===== config.mk =====
export PLATFORM = sky130hd
export DESIGN_NAME = keypad_scanner
export DESIGN_NICKNAME = d
export VERILOG_FILES = /design/src/rtl/keypad_scanner.sv
export SDC_FILE = /design/constraint.sdc
export NUM_CORES = 1
export LEC_CHECK = 0
export ABC_AREA = 1
export CAP_MARGIN = 20
export CORE_UTILIZATION = 30
export DETAILED_ROUTE_END_ITERATION = 12
export GPL_TIMING_DRIVEN = 0
export MAX_ROUTING_LAYER = met4
export PLACE_DENSITY = 0.56
export SLEW_MARGIN = 25
export SYNTH_ARGS = -nofsm -noshare
export SYNTH_HDL_FRONTEND = slang
export SYNTH_SLANG_ARGS = --single-unit

===== constraint.sdc =====
create_clock -name clk -period 2.3 [get_ports clk]
set_clock_uncertainty 0.05 [all_clocks]
set_input_delay 0.345 -clock clk [delete_from_list [all_inputs] [get_ports clk]]
set_output_delay 0.345 -clock clk [all_outputs]
set_load 0.05 [all_outputs]

===== src/rtl/keypad_scanner.sv =====
// Scans a 3x4 matrix keypad one column at a time, debounces presses and releases
// over whole scan ticks, and reports one key code per accepted press.
module keypad_scanner #(
    parameter int unsigned SCAN_DIV     = 25000,
    parameter int unsigned DEBOUNCE_CNT = 20
) (
    input  logic       clk,
    input  logic       rst,
    input  logic       en,
    input  logic [3:0] key_row,
    output logic [2:0] key_col,
    output logic [3:0] key_data,
    output logic       key_valid,
    output logic       key_held
);

    localparam int unsigned PW = (SCAN_DIV > 1) ? $clog2(SCAN_DIV) : 1;
    localparam int unsigned CW = $clog2(DEBOUNCE_CNT + 1);
    localparam logic [PW-1:0] PRESC_MAX = PW'(SCAN_DIV - 1);
    localparam logic [CW-1:0] CNT_MAX   = CW'(DEBOUNCE_CNT);

    typedef enum logic [1:0] {
        StIdle,
        StDebounce,
        StPressed
    } state_e;

    state_e        state_q, state_d;
    logic [PW-1:0] presc_q;
    logic [2:0]    col_q, col_d;
    logic [3:0]    code_q, code_d;
    logic [CW-1:0] cnt_q, cnt_d;
    logic [CW-1:0] rcnt_q, rcnt_d;
    logic [3:0]    data_q, data_d;
    logic          valid_q, valid_d;
    logic          held_q, held_d;

    logic          tick;
    logic [3:0]    col_off;
    logic [3:0]    sample_code;
    logic [2:0]    col_rot;
    logic [CW-1:0] cnt_inc;
    logic [CW-1:0] rcnt_inc;

    assign tick     = (presc_q == PRESC_MAX);
    assign col_rot  = {col_q[1:0], col_q[2]};
    assign cnt_inc  = cnt_q + 1'b1;
    assign rcnt_inc = rcnt_q + 1'b1;

    // Free-running prescaler; keeps counting while en is low
    always_ff @(posedge clk) begin
        if (rst) begin
            presc_q <= '0;
        end else if (tick) begin
            presc_q <= '0;
        end else begin
            presc_q <= presc_q + 1'b1;
        end
    end

    // Row sample decode: exactly one row bit gives a code, anything else reads as no key
    always_comb begin
        case (col_q)
            3'b010:  col_off = 4'd1;
            3'b100:  col_off = 4'd2;
            default: col_off = 4'd0;
        endcase
        case (key_row)
            4'b0001: sample_code = 4'd1 + col_off;
            4'b0010: sample_code = 4'd4 + col_off;
            4'b0100: sample_code = 4'd7 + col_off;
            4'b1000: sample_code = 4'd10 + col_off;
            default: sample_code = 4'd0;
        endcase
    end

    // Next-state and output logic; the scan only advances on tick
    always_comb begin
        state_d = state_q;
        col_d   = col_q;
        code_d  = code_q;
        cnt_d   = cnt_q;
        rcnt_d  = rcnt_q;
        data_d  = data_q;
        valid_d = 1'b0;
        held_d  = held_q;

        if (!en) begin
            state_d = StIdle;
            code_d  = '0;
            cnt_d   = '0;
            rcnt_d  = '0;
            data_d  = '0;
            held_d  = 1'b0;
            if (tick && (state_q == StIdle)) begin
                col_d = col_rot;
            end
        end else if (tick) begin
            unique case (state_q)
                StIdle: begin
                    if (sample_code != 4'd0) begin
                        // Column stays put so the same key is sampled while debouncing
                        code_d = sample_code;
                        cnt_d  = CW'(1);
                        if (CNT_MAX == CW'(1)) begin
                            state_d = StPressed;
                            data_d  = sample_code;
                            valid_d = 1'b1;
                            held_d  = 1'b1;
                        end else begin
                            state_d = StDebounce;
                        end
                    end else begin
                        col_d = col_rot;
                    end
                end
                StDebounce: begin
                    if (sample_code == code_q) begin
                        cnt_d = cnt_inc;
                        if (cnt_inc == CNT_MAX) begin
                            state_d = StPressed;
                            data_d  = code_q;
                            valid_d = 1'b1;
                            held_d  = 1'b1;
                        end
                    end else begin
                        state_d = StIdle;
                        cnt_d   = '0;
                    end
                end
                StPressed: begin
                    if (sample_code == 4'd0) begin
                        rcnt_d = rcnt_inc;
                        if (rcnt_inc == CNT_MAX) begin
                            state_d = StIdle;
                            cnt_d   = '0;
                            rcnt_d  = '0;
                            data_d  = '0;
                            held_d  = 1'b0;
                        end
                    end else begin
                        rcnt_d = '0;
                    end
                end
                default: begin
                    state_d = StIdle;
                end
            endcase
        end
    end

    // State and output registers
    always_ff @(posedge clk) begin
        if (rst) begin
            state_q <= StIdle;
            col_q   <= 3'b001;
            code_q  <= '0;
            cnt_q   <= '0;
            rcnt_q  <= '0;
            data_q  <= '0;
            valid_q <= 1'b0;
            held_q  <= 1'b0;
        end else begin
            state_q <= state_d;
            col_q   <= col_d;
            code_q  <= code_d;
            cnt_q   <= cnt_d;
            rcnt_q  <= rcnt_d;
            data_q  <= data_d;
            valid_q <= valid_d;
            held_q  <= held_d;
        end
    end

    assign key_col   = col_q;
    assign key_data  = data_q;
    assign key_valid = valid_q;
    assign key_held  = held_q;

endmodule


==> results.sh <==
export IMPL_startpoint_type="input pin"
export IMPL_grt_pass1_wl_um=8286
export IMPL_syn_inst=332
export IMPL_crit_path_max_fanout=7
export IMPL_die_area_mm2=0.007977
export IMPL_fin_cells=453
export IMPL_netlist_cell_type_count=33
export IMPL_clkSinkCount=40
export IMPL_reg2reg_depth=8
export IMPL_cp_end_kind="register"
export IMPL_htree_levels=2
export IMPL_routed_wl_um=4740
export IMPL_placed_cells=446
export IMPL_crit_required_ns=2.42
export IMPL_layout_commonest_cell="nand2_1"
export IMPL_via_count=2072
export IMPL_cts_inserted_buffers=5
export IMPL_gp_congestion=0.8341
export IMPL_switching_power_uw=292.4
export IMPL_vias_per_cell=4.574
export IMPL_fp_dieH_um=89.32
export IMPL_grt_ovfl_total=0
export IMPL_coreArea_mm2=0.007292
export IMPL_clk_pin_slew_worst_paths_ns=0.08
export IMPL_numPortBuffers=15
export IMPL_cts_setup_buffers=0
export IMPL_cellPowerDensity_mw_per_mm2=462.3
export IMPL_setup_violations=0
export IMPL_final_cell_mix="67 x nand2_1, 46 x inv_1, 43 x nor2_1"
export IMPL_dpl_hpwl_um=3721
export IMPL_holdPathStages=1
export IMPL_finalPower_mw=1.223
export IMPL_syn_avg_cell_area_um2=6.889
export IMPL_cap_violations=0
export IMPL_worst_path_largest_cell_delay_ns=0.51
export IMPL_num_antenna_cells=0
export IMPL_grt_start_max_net_pins=12
export IMPL_period_share_pct=86.11
export IMPL_syn2layout_area_growth_pct=15.65
export IMPL_antenna_found_initial=0
export IMPL_cp_num_cells=10
export IMPL_clkPwrFrac_pct=36.5
export IMPL_drive_gt1_share_pct=8.475
export IMPL_clk_root_buffer_cell="clkbuf_8"
export IMPL_drt_drc_violations_left=0
export IMPL_critPathBufInv=2
export IMPL_ys_ff_latch=40
export IMPL_rsz0062_at_grt="false"
export IMPL_p_leak_nw=1.062
export IMPL_postRouteAntennaNets=0
export IMPL_fin_crit_ns=1.981
export IMPL_slowest_stage="clkdlybuf4s50_1"
export IMPL_clk_latency_ns=0.29
export IMPL_ys_seq_area_share_pct=35.01
export IMPL_async_flop_share_pct=0
export IMPL_final_hold_viol_count=0
export IMPL_fin_setup_tns_ns=0
export IMPL_rows=31
export IMPL_drt_iter0_drc=63
export IMPL_vdd_drop_max_v=0.0002237
export IMPL_clockBufferDepth=2
export IMPL_fp_dieW_um=89.32
export IMPL_tightest_slew_ns=0.5094
export IMPL_first_global_vias=1905
export IMPL_seqPwrFrac_pct=57.2
export IMPL_wl_per_cell_um=10.46
export IMPL_synth_edff_count=0
export IMPL_track_usage_pct=14.07
export IMPL_fin_nets=370
export IMPL_layout_setup_ws_ns=0.3195
export IMPL_cts_tree="yes"
export IMPL_crit_type="in2reg"
export IMPL_finalMaxSlewViolations=0
export IMPL_ys_flop_type="dfxtp_1"
export IMPL_syn_nets=348
export IMPL_fmax_mhz=504.9
export IMPL_cp_cell_sequence="clkdlybuf4s50_1, inv_1, nand2_1, nor2_1, nor2_1, nand3_2, nand2_2, nand2_2, nor4_2, a21oi_1"
export IMPL_status="complete, no violations"
export IMPL_cell_internal_pwr_uw=930.4
export IMPL_ios=16
export IMPL_initial_core_util_pct=31.37
export IMPL_fillerInstances=818
export IMPL_hp_class="reg2reg"
export IMPL_combPwrFrac_pct=6.3
export IMPL_dp_slack_ns=-0.2315
export IMPL_first_pass_iters=5
export IMPL_cp_top_family="simple AND/OR/NAND/NOR gates"
export IMPL_syn_area_mm2=0.002287
export IMPL_yosysWarnings=0
export IMPL_relSlewSlack_pct=66.04
export IMPL_sw_frac_of_total_pct=23.91
export IMPL_crit_arrival_ns=2.10
[final cells by class]
class                           count  area (um^2)  share of cell area (%)
Sequential cell                    40        800.8                   30.27
Multi-Input combinational cell    243         1309                   49.48
Inverter                           47        176.4                   6.670
Clock inverter                      1        5.005                  0.1892
Tap cell                           99        123.9                   4.683
Clock buffer                        6        72.57                   2.744
Buffer                              2        7.507                  0.2838
Timing Repair Buffer               15        150.1                   5.676
[state kept, by name, indices dropped and copies added, names as in the netlist]
name       flops
presc_q       15
state_q        2
key_held       1
key_valid      1
code_q         4
key_data       4
key_col        3
rcnt_q         5
cnt_q          5
[through the flow]
stage | utilization [%] | cell area [um^2] | hold WS [ns]
after global routing | 36.27 | 2645 | 0.4247
final | 36.27 | 2645 | 0.4037
after detailed placement | 35.12 | 2561 | 0.3980
after global placement | 35.12 | 2561 | 0.3833
after floorplan | - | 2287 | 0.3675
after CTS | 36.19 | 2639 | 0.4130
[path summary, 6_finish.rpt]
| kind | from | to | slack, ns |
|---|---|---|---|
| max | key_row[1] | cnt_q[3]$_SDFFE_PP0P_ | 0.32 |
| min | presc_q[0]$_SDFF_PP0_ | presc_q[0]$_SDFF_PP0_ | 0.40 |
| max reg2reg | rcnt_q[0]$_SDFFE_PP0P_ | cnt_q[3]$_SDFFE_PP0P_ | 0.33 |
| min reg2reg | presc_q[0]$_SDFF_PP0_ | presc_q[0]$_SDFF_PP0_ | 0.40 |
[routing by layer]
metal | GRT usage [%] | routed length [um] | up-vias
li1 | - | - | 1120
met1 | 16.51 | 2309 | 930
met2 | 23.18 | 2229 | 16
met3 | 2.955 | 132 | 6
met4 | 6.205 | 69 | 0
met5 | - | 0 | -
[synth_stat cells, types with 3 or more instances]
| library cell | count | area share [%] |
|---|---|---|
| nand2_1 | 67 | 11 |
| a21oi_1 | 25 | 5.5 |
| dfxtp_1 | 40 | 35 |
| nor2_1 | 43 | 7.1 |
| xor2_1 | 6 | 2.3 |
| nor2_2 | 5 | 1.4 |
| o21ai_0 | 14 | 3.1 |
| nand4_1 | 11 | 3.0 |
| ha_1 | 9 | 4.9 |
| nor4_1 | 3 | 0.82 |
| nand3_1 | 30 | 6.6 |
| nor2_4 | 3 | 1.5 |
| nor3_2 | 3 | 1.3 |
| inv_1 | 46 | 7.5 |
| nand2_2 | 4 | 1.1 |
[cell families after synthesis]
group                    share of synthesized area, %
AND/OR/NAND/NOR                                 38.62
buffers and inverters                           8.042
AO/OA/AOI/OAI                                   10.34
flip-flops                                      35.01
adder cells (fa/ha/maj)                         4.924
XOR/XNOR                                        3.064
[power by group through the flow]
stage | combinational (mW) | sequential, mW | clock (mW)
global route | 0.0891 | 0.700 | 0.501
floorplan | 0.0518 | 0.715 | 0
finish | 0.0775 | 0.700 | 0.446
global placement | 0.0774 | 0.716 | 0
detailed placement | 0.0780 | 0.716 | 0
CTS | 0.0782 | 0.699 | 0.470
[what timing repair did]
item | 4_1_cts | 5_1_grt
hold buffers | 0 | 0
resized for setup | 0 | 1
setup endpoints to repair | 0 | 3
[worst reg2reg max path, cell delays in order (launching register included)]
cell and delay (ns):
dfxtp_1 0.39, ha_1 0.20, nand3_1 0.09, xnor2_1 0.19
nand4_1 0.22, nand2_1 0.13, nand2_2 0.10, nor4_2 0.35
a21oi_1 0.13
No activity file was read; power rests on OpenSTA's default activity.
